`src/rtl/regfile_pkg.sv`:
```
// Shared constants and helpers for the multi-ported integer register file.
// Imported by the interface, the scoreboard and the top level.
package regfile_pkg;

  localparam int DEF_ADDR_WIDTH = 5;
  localparam int DEF_DATA_WIDTH = 32;
  localparam int DEF_NUM_RD     = 2;
  localparam int ZERO_REG       = 0;
  localparam int NUM_REGS       = 2 ** DEF_ADDR_WIDTH;

  function automatic int num_regs(input int addr_width);
    return 2 ** addr_width;
  endfunction

endpackage

```
`src/rtl/regfile_if.sv`:
```
// Bundle of write, read, issue and scoreboard-status signals of regfile_mp.
// master = pipeline side, slave = register file side.
interface regfile_if
  import regfile_pkg::*;
#(
  parameter int ADDR_WIDTH = DEF_ADDR_WIDTH,
  parameter int DATA_WIDTH = DEF_DATA_WIDTH,
  parameter int NUM_RD     = DEF_NUM_RD
) ();

  logic                         wen;
  logic [ADDR_WIDTH-1:0]        waddr;
  logic [DATA_WIDTH-1:0]        wdata;
  logic [NUM_RD*ADDR_WIDTH-1:0] raddr;
  logic [NUM_RD*DATA_WIDTH-1:0] rdata;
  logic [NUM_RD-1:0]            rbusy;
  logic                         set_busy;
  logic [ADDR_WIDTH-1:0]        set_addr;
  logic [ADDR_WIDTH:0]          busy_cnt;
  logic                         any_busy;

  modport master (
    output wen, waddr, wdata, raddr, set_busy, set_addr,
    input  rdata, rbusy, busy_cnt, any_busy
  );

  modport slave (
    input  wen, waddr, wdata, raddr, set_busy, set_addr,
    output rdata, rbusy, busy_cnt, any_busy
  );

endinterface

```
`src/rtl/regfile_scoreboard.sv`:
```
// Busy-bit scoreboard: one pending flag per register plus a running count,
// so decode can spot RAW hazards against in-flight writebacks.
module regfile_scoreboard
  import regfile_pkg::*;
#(
  parameter int ADDR_WIDTH = DEF_ADDR_WIDTH,
  parameter int NUM_RD     = DEF_NUM_RD,
  parameter int BYPASS     = 1
) (
  input  logic                         clk,
  input  logic                         rst,
  input  logic                         set_busy,
  input  logic [ADDR_WIDTH-1:0]        set_addr,
  input  logic                         wen,
  input  logic [ADDR_WIDTH-1:0]        waddr,
  input  logic [NUM_RD*ADDR_WIDTH-1:0] qaddr,
  output logic [NUM_RD-1:0]            rbusy,
  output logic [ADDR_WIDTH:0]          busy_cnt
);

  localparam int                    DEPTH = num_regs(ADDR_WIDTH);
  localparam int                    CW    = ADDR_WIDTH + 1;
  localparam logic [ADDR_WIDTH-1:0] ZERO  = ADDR_WIDTH'(ZERO_REG);

  typedef logic [CW-1:0] cnt_t;

  logic [DEPTH-1:0] busy;
  logic             set_ok;
  logic             clr_ok;
  logic             cnt_inc;
  logic             cnt_dec;

  // A clear on the index being set this cycle is cancelled: the set wins.
  always_comb begin
    set_ok  = set_busy && (set_addr != ZERO);
    clr_ok  = wen && (waddr != ZERO);
    cnt_inc = set_ok && !busy[set_addr];
    cnt_dec = clr_ok && busy[waddr] && !(set_ok && (set_addr == waddr));
  end

  // NOTE: non-blocking assignments for all state; the second NBA to the same
  // bit takes effect, which is exactly the set-over-clear priority we want.
  always_ff @(posedge clk or posedge rst) begin
    if (rst) begin
      busy     <= '0;
      busy_cnt <= '0;
    end else begin
      if (clr_ok) busy[waddr]    <= 1'b0;
      if (set_ok) busy[set_addr] <= 1'b1;
      busy_cnt <= busy_cnt + cnt_t'(cnt_inc) - cnt_t'(cnt_dec);
    end
  end

  // NOTE: every comb output gets a default first so no path infers a latch.
  always_comb begin
    rbusy = '0;
    for (int i = 0; i < NUM_RD; i++) begin
      rbusy[i] = busy[qaddr[i*ADDR_WIDTH +: ADDR_WIDTH]];
      if ((BYPASS != 0) && clr_ok && (waddr == qaddr[i*ADDR_WIDTH +: ADDR_WIDTH]) &&
          !(set_ok && (set_addr == waddr)))
        rbusy[i] = 1'b0;
    end
  end

endmodule

```
`src/rtl/regfile_mp.sv`:
```
// Multi-ported integer register file: NUM_RD combinational reads, one
// synchronous write, optional write-to-read bypass and a busy scoreboard.
module regfile_mp
  import regfile_pkg::*;
#(
  parameter int ADDR_WIDTH = DEF_ADDR_WIDTH,
  parameter int DATA_WIDTH = DEF_DATA_WIDTH,
  parameter int NUM_RD     = DEF_NUM_RD,
  parameter int BYPASS     = 1
) (
  input logic      clk,
  input logic      rst,
  regfile_if.slave bus
);

  localparam int                    DEPTH = num_regs(ADDR_WIDTH);
  localparam logic [ADDR_WIDTH-1:0] ZERO  = ADDR_WIDTH'(ZERO_REG);

  logic [DATA_WIDTH-1:0] mem [DEPTH];
  logic                  wr_ok;
  logic [ADDR_WIDTH-1:0] ra;

  assign wr_ok = bus.wen && (bus.waddr != ZERO);

  // NOTE: the array is reset because all entries must read 0 after reset;
  // this forces flops rather than a RAM macro, acceptable at this depth.
  always_ff @(posedge clk or posedge rst) begin
    if (rst) begin
      for (int i = 0; i < DEPTH; i++) mem[i] <= '0;
    end else if (wr_ok) begin
      mem[bus.waddr] <= bus.wdata;
    end
  end

  always_comb begin
    bus.rdata = '0;
    ra        = ZERO;
    for (int i = 0; i < NUM_RD; i++) begin
      ra = bus.raddr[i*ADDR_WIDTH +: ADDR_WIDTH];
      if (ra != ZERO) begin
        if ((BYPASS != 0) && wr_ok && (bus.waddr == ra))
          bus.rdata[i*DATA_WIDTH +: DATA_WIDTH] = bus.wdata;
        else
          bus.rdata[i*DATA_WIDTH +: DATA_WIDTH] = mem[ra];
      end
    end
  end

  regfile_scoreboard #(
    .ADDR_WIDTH (ADDR_WIDTH),
    .NUM_RD     (NUM_RD),
    .BYPASS     (BYPASS)
  ) u_scoreboard (
    .clk      (clk),
    .rst      (rst),
    .set_busy (bus.set_busy),
    .set_addr (bus.set_addr),
    .wen      (bus.wen),
    .waddr    (bus.waddr),
    .qaddr    (bus.raddr),
    .rbusy    (bus.rbusy),
    .busy_cnt (bus.busy_cnt)
  );

  assign bus.any_busy = (bus.busy_cnt != '0);

endmodule

```
`src/flat_wrapper.sv`:
```
// flat-port wrapper written by rule: the top's interface ports become plain ports
module regfile_mp_flat import regfile_pkg::*;
#(
  parameter int ADDR_WIDTH = DEF_ADDR_WIDTH,
  parameter int DATA_WIDTH = DEF_DATA_WIDTH,
  parameter int NUM_RD     = DEF_NUM_RD,
  parameter int BYPASS     = 1
)
  (clk, rst, bus_wen, bus_waddr, bus_wdata, bus_raddr, bus_set_busy, bus_set_addr, bus_rdata, bus_rbusy, bus_busy_cnt, bus_any_busy);
  regfile_if #(.ADDR_WIDTH(ADDR_WIDTH), .DATA_WIDTH(DATA_WIDTH), .NUM_RD(NUM_RD)) bus_i ();
  input logic clk;
  input logic rst;
  input wire logic [$bits(bus_i.wen)-1:0] bus_wen;
  input wire logic [$bits(bus_i.waddr)-1:0] bus_waddr;
  input wire logic [$bits(bus_i.wdata)-1:0] bus_wdata;
  input wire logic [$bits(bus_i.raddr)-1:0] bus_raddr;
  input wire logic [$bits(bus_i.set_busy)-1:0] bus_set_busy;
  input wire logic [$bits(bus_i.set_addr)-1:0] bus_set_addr;
  output wire logic [$bits(bus_i.rdata)-1:0] bus_rdata;
  output wire logic [$bits(bus_i.rbusy)-1:0] bus_rbusy;
  output wire logic [$bits(bus_i.busy_cnt)-1:0] bus_busy_cnt;
  output wire logic [$bits(bus_i.any_busy)-1:0] bus_any_busy;
  assign bus_i.wen = bus_wen;
  assign bus_i.waddr = bus_waddr;
  assign bus_i.wdata = bus_wdata;
  assign bus_i.raddr = bus_raddr;
  assign bus_i.set_busy = bus_set_busy;
  assign bus_i.set_addr = bus_set_addr;
  assign bus_rdata = bus_i.rdata;
  assign bus_rbusy = bus_i.rbusy;
  assign bus_busy_cnt = bus_i.busy_cnt;
  assign bus_any_busy = bus_i.any_busy;
  regfile_mp #(.ADDR_WIDTH(ADDR_WIDTH), .DATA_WIDTH(DATA_WIDTH), .NUM_RD(NUM_RD), .BYPASS(BYPASS)) u_core (.clk(clk), .rst(rst), .bus(bus_i));
endmodule
```
`config.mk`:
```
export PLATFORM = sky130hd
export DESIGN_NAME = regfile_mp_flat
export DESIGN_NICKNAME = d
export VERILOG_FILES = /design/src/rtl/regfile_pkg.sv /design/src/rtl/regfile_if.sv /design/src/rtl/regfile_scoreboard.sv /design/src/rtl/regfile_mp.sv /design/src/flat_wrapper.sv
export SDC_FILE = /design/constraint.sdc
export NUM_CORES = 2
export LEC_CHECK = 0
export ABC_CLOCK_PERIOD_IN_PS = 73000
export BUFFER_PORTS_ARGS = -buffer_cell sky130_fd_sc_hd__buf_2
export CAP_MARGIN = 20
export CORE_UTILIZATION = 65
export CTS_CLUSTER_DIAMETER = 200
export DETAILED_ROUTE_END_ITERATION = 16
export PLACE_DENSITY = 0.86
export SLEW_MARGIN = 25
export SYNTH_ARGS = -nofsm -noshare
export SYNTH_HDL_FRONTEND = slang
export SYNTH_HIERARCHICAL = 1
export SYNTH_SLANG_ARGS = --single-unit
```
`constraint.sdc`:
```
create_clock -name clk -period 73 [get_ports clk]
set_input_delay 7.3 -clock clk [delete_from_list [all_inputs] [get_ports clk]]
set_output_delay 7.3 -clock clk [all_outputs]
set_load 0.02 [all_outputs]
```
# Word level (Yosys, flattened, before mapping)
# Cells that the tools add are included.
[classes]
reduce_logical = 20
eq_ne = 3
bitwise_logic = 6
addsub = 2
n_lt_le_gt_ge = 10
mux = 29
[op_table]
columns = ["op", "count"]
rows = [
  ["1024-bit bitwise mux", 1],
  ["32-bit two-way mux", 11],
  ["32-bit binary-select mux with 5-bit select", 2],
  ["32-bit demux with 5-bit select", 1],
  ["32-bit AND", 1],
  ["32-bit inverter", 1],
  ["32-bit OR", 1],
  ["5-bit by 6-bit less-than comparator with 1-bit output, second input constant", 4],
  ["1-bit binary-select mux with 5-bit select", 4],
  ["5-bit nonzero test", 4],
  ["6-bit >= comparator, second input constant", 3],
  ["5-bit inverter with 6-bit output", 3],
  ["5-bit equality test", 3],
  ["1-bit logical AND", 13],
  ["1-bit demux with 5-bit select", 2],
  ["5-bit by 1-bit >= comparator with 1-bit output, second input constant", 2],
  ["1-bit two-way mux", 8],
  ["6-bit by 1-bit adder with 6-bit output", 1],
  ["6-bit by 1-bit less-than comparator with 1-bit output, second input constant", 1],
  ["6-bit nonzero test", 1],
  ["6-bit by 1-bit subtractor with 6-bit output", 1],
  ["1-bit logical NOT", 2],
]
[totals]
inputBits = 56
out_inout_bits = 73
elab_cells = 104
ff_bits = 1062

# Longest topological paths before layout
[logic_depth]
word_depth = 9
mapped_depth = 13
mapped_depth_nobuf = 11

# Hierarchy
# Netlist, hierarchy kept.
[modules_own_cells]
columns = ["module", "area_per_inst_um2", "seq_area_each_um2", "n_inst", "cells_each"]
rows = [
  ["regfile_mp", 55374.4, 25624.6, 1, 3799],
  ["regfile_scoreboard", 3089.2, 950.9, 1, 287],
]

# Least setup slack after synthesis
# Ideal clock, no wire load.
[synth_path]
path_type = "input to output"
startpoint = "input bus_waddr[1]"
endpoint = "output bus_rdata[33]"
path_stages = 7
slack_ns = 56.549
required_ns = 65.700
arrival_ns = 9.151
cell_sequence = "buf_2 -> nor2_1 -> a21bo_1 -> or4_1 -> buf_2 -> buf_2 -> a211oi_1"
[synth_via]
elab_chain_cells = 5
word_cells_on_any_way = 6
[synth_lines]
columns = ["item", "line", "source"]
rows = [
  ["from (decl)", "flat_wrapper.sv:14", "input wire logic [$bits(bus_i.waddr)-1:0] bus_waddr;"],
  ["5-bit nonzero test", "regfile_mp.sv:23", "assign wr_ok = bus.wen && (bus.waddr != ZERO);"],
  ["1-bit logical AND", "regfile_mp.sv:23", ""],
  ["1-bit logical AND *", "regfile_mp.sv:41", "if ((BYPASS != 0) && wr_ok && (bus.waddr == ra))"],
  ["32-bit two-way mux *", "regfile_mp.sv:41", ""],
  ["32-bit two-way mux *", "regfile_mp.sv:40", "if (ra != ZERO) begin"],
  ["to (decl)", "flat_wrapper.sv:19", "output wire logic [$bits(bus_i.rdata)-1:0] bus_rdata;"],
]
# Every way passes the cells marked *; elsewhere a longest branch is shown, timed or not.

# Worst setup path in the final report
[layout_path]
startpoint = "input bus_raddr[0]"
endpoint = "output bus_rdata[18]"
[layout_via]
elab_chain_cells = 6
word_cells_on_any_way = 9
[layout_lines]
columns = ["item", "line", "source"]
rows = [
  ["from (decl)", "flat_wrapper.sv:16", "input wire logic [$bits(bus_i.raddr)-1:0] bus_raddr;"],
  ["5-bit inverter with 6-bit output (implied by the code)", "regfile_mp.sv:44", "bus.rdata[i*DATA_WIDTH +: DATA_WIDTH] = mem[ra];"],
  ["32-bit binary-select mux with 5-bit select", "regfile_mp.sv:44", ""],
  ["32-bit two-way mux (implied by the code) (2 in series)", "regfile_mp.sv:44", ""],
  ["32-bit two-way mux", "regfile_mp.sv:41", ""],
  ["32-bit two-way mux *", "regfile_mp.sv:40", ""],
]
# Every way passes the cells marked *; elsewhere a longest branch is shown, timed or not. The select of a mux whose other input is x is not followed.

==> flow_metrics.py <==
metrics = {
    "timing": {
        "drv_slew": 0,
        "worst_pin_slew_ns": 1.20,
        "relSlewSlack_pct": 19.8,
        "max_freq_mhz": 51.6,
        "setup_violations": 0,
        "rsz0062_at_grt": "false",
        "fin_worst_skew_ns": 0.0142,
        "period_share_pct": 26.5,
        "setup_tns_ns": 0,
        "post-route-min-period_ns": 19.37,
        "hold_violations": 0,
        "timing.final.ws_setup_ns": 53.63,
    },
    "detailed_routing": {
        "wl_per_cell_um": 35.8,
        "first_pass_iters": 12,
        "drt_wl_total_um": 187000,
        "drcViolationCount": 6,
        "drtAntennaViolNets": 0,
        "drt_iter0_markers": 5594,
        "vias": 40834,
        "viasPerCell": 7.83,
    },
    "worst_setup_path": {
        "required_ns": 65.70,
        "cp.arrival_ns": 12.07,
        "path_class": "input port to output port",
        "crit_fanout": 74,
        "start_kind": "input port",
        "end_kind": "output port",
    },
    "synthesis": {
        "ys_seq_area_share_pct": 45.5,
        "synth_edf_count": 0,
        "synth_cell_type_count": 79,
        "synth_top_area_share_pct": 45.5,
        "yosysWarnings": 6,
        "synth-main-ff-cell": "dfrtp_1",
        "synthTopCellsByArea": "dfrtp_1, mux2_2, mux4_2",
        "avgSynthCellArea_um2": 14.3,
        "syn_nets": 4149,
        "synth_cells": 4086,
        "ys_ff_latch": 1062,
        "synthTopCellsByCount": "dfrtp_1, mux2_2, mux4_2",
        "synth_area_um2": 58500,
        "ys_async_sr_fraction_pct": 100,
        "synth.most_common_cell": "dfrtp_1",
        "synth_area_leader_cell": "dfrtp_1",
    },
    "min_path": {
        "holdCritPathClass": "flip-flop to flip-flop",
    },
    "final_layout": {
        "multi_input_area_um2": 29600,
        "seq_area_um2": 26600,
        "final_area_um2": 63100,
        "drive_gt1_share_pct": 46.6,
        "fillers": 5380,
        "nets": 4017,
        "area_delta_synth_final_pct": 7.85,
    },
    "floorplan": {
        "die_x_um": 302,
        "ios": 129,
        "die_area_um2": 91100,
        "core_region_area_um2": 88800,
        "initial_core_util_pct": 65.8,
        "die_h_um": 302,
        "num_rows": 109,
    },
    "cts": {
        "cts-buffers-inserted": 110,
        "clock_latency_ns": 0.68,
        "clockBufferDepth": 3,
        "cts_max_level": 3,
        "cts_tree": "done",
        "clkSinkCount": 1062,
        "cts.repair.resized": 0,
        "post_cts_buffers": 0,
        "ctsRootBufferMaster": "clkbuf_16",
        "postCtsHoldBufs": 0,
        "clkTransAtPathRegs_ns": 0.06,
    },
    "place": {
        "dp_slack_ns": 53.71,
        "dp_hpwl_um": 100000,
        "postPlaceCellArea_um2": 59100,
        "io_buffer_count": 128,
        "gp_congestion": 0.898,
    },
    "global_route": {
        "grt_max_degree": 198,
        "gr-total-overflow": 0,
        "grt_pass1_wl_um": 277000,
        "antenna_found_initial": 18,
        "track_usage_pct": 41.7,
        "grt_pass1_vias": 42157,
    },
    "job": {
        "cap_viol_max_count": 0,
    },
    "outcome": {
        "violations": "design-rule violations",
        "status": "finished with violations",
    },
    "power": {
        "ir_drop_v": 0.0000315,
        "power-per-cell-area_nw_per_um2": 28.2,
        "cellLeakagePower_nw": 27.6,
    },
}
-- metal layers --
| layer | routed length (um) | up-vias | GRT usage (%) |
|---|---|---|---|
| li1 | - | 15611 | - |
| met1 | 64400 | 21065 | 54.2 |
| met2 | 82400 | 3192 | 60.9 |
| met3 | 26800 | 940 | 14.7 |
| met4 | 13200 | 26 | 24.8 |
| met5 | 158 | - | 0 |
-- cell type report --
| cell class | count | area share [%] |
|---|---|---|
| antenna | 9 | 0.0357 |
| clock buffer | 159 | 5.21 |
| clock inverter | 41 | 0.933 |
| inverter | 18 | 0.127 |
| multi-input combinational | 2547 | 46.9 |
| sequential | 1062 | 42.1 |
| tap | 1165 | 2.31 |
| timing repair buffer | 215 | 2.34 |
-- cell usage in the layout, fill, tap and decap left out, types with 16 or more instances in the layout --
master,synthesis,final
a22oi_1,44,44
o22a_1,18,18
nand2_2,0,16
a32o_1,32,32
nor3_1,28,28
nor2_1,90,76
nor4_1,18,18
o21ai_0,72,72
o22ai_1,84,84
a221o_1,35,35
buf_2,117,121
mux2i_1,229,229
a21oi_1,28,27
o221ai_1,34,34
mux2_2,1047,1047
xnor2_1,18,18
dfrtp_1,1062,1062
clkbuf_16,0,111
a221oi_1,22,22
nand2_1,91,75
mux4_1,40,40
clkbuf_8,1,35
clkinv_2,0,16
a211oi_1,54,54
mux4_2,377,377
buf_4,28,77
-- flip-flops by register name, summed over array words and instances (netlist names) --
signal,count
u_core/mem,1024
u_core/u_scoreboard/busy_cnt,6
u_core/u_scoreboard/busy,32
-- path summary, 6_finish.rpt --
path                                             start                              end  slack [ns]  depth (start not counted)
max                                       bus_raddr[0]                    bus_rdata[18]       53.63                          9
min                                   u_core/mem[1014]                 u_core/mem[1014]        0.40                          0
max reg2reg                u_core/u_scoreboard/busy[9]  u_core/u_scoreboard/busy_cnt[4]       69.87                         11
min reg2reg                           u_core/mem[1014]                 u_core/mem[1014]        0.40                          0
max in group asynchronous                          rst                  u_core/mem[686]       63.29                          5
min in group asynchronous                          rst                 u_core/mem[1014]        6.75                          2
-- stage by stage --
stage | cells | total power [mW] | util (%) | hold WS (ns)
4_1_cts | 5205 | 1.77 | 70.9 | 0.396
3_3_place_gp | 5005 | 1.14 | 66.5 | 0.376
5_1_grt | 5213 | 1.84 | 71.0 | 0.407
3_5_place_dp | 5005 | 1.17 | 66.5 | 0.383
6_report | 5216 | 1.78 | 71.0 | 0.397
2_1_floorplan | 4086 | 1.07 | - | 0.441
-- where the power goes --
group          internal (mW)  total, mW  leakage (nW)  switching, mW
clock                  0.361      0.603          1.90          0.243
combinational          0.212      0.382          12.1          0.170
sequential             0.702      0.795          13.6         0.0928
-- cells by family after synthesis --
kind of cell / count (synthesis) / synth area share (%)
compound gates: 475 / 6.06
xor+xnor: 29 / 0.434
fa+ha+maj: 7 / 0.163
buf+inv: 477 / 4.28
flops: 1062 / 45.5
mux: 1708 / 40.8
simple gates: 328 / 2.80
-- worst max-delay path, stage by stage --
cell	delay [ns]
buf_8	0.59
buf_4	0.82
buf_4	0.79
buf_4	0.74
mux4_1	0.65
mux2_2	0.28
a221o_1	0.33
a32o_1	0.30
buf_2	0.17
Power figures use the tool's default switching activity.
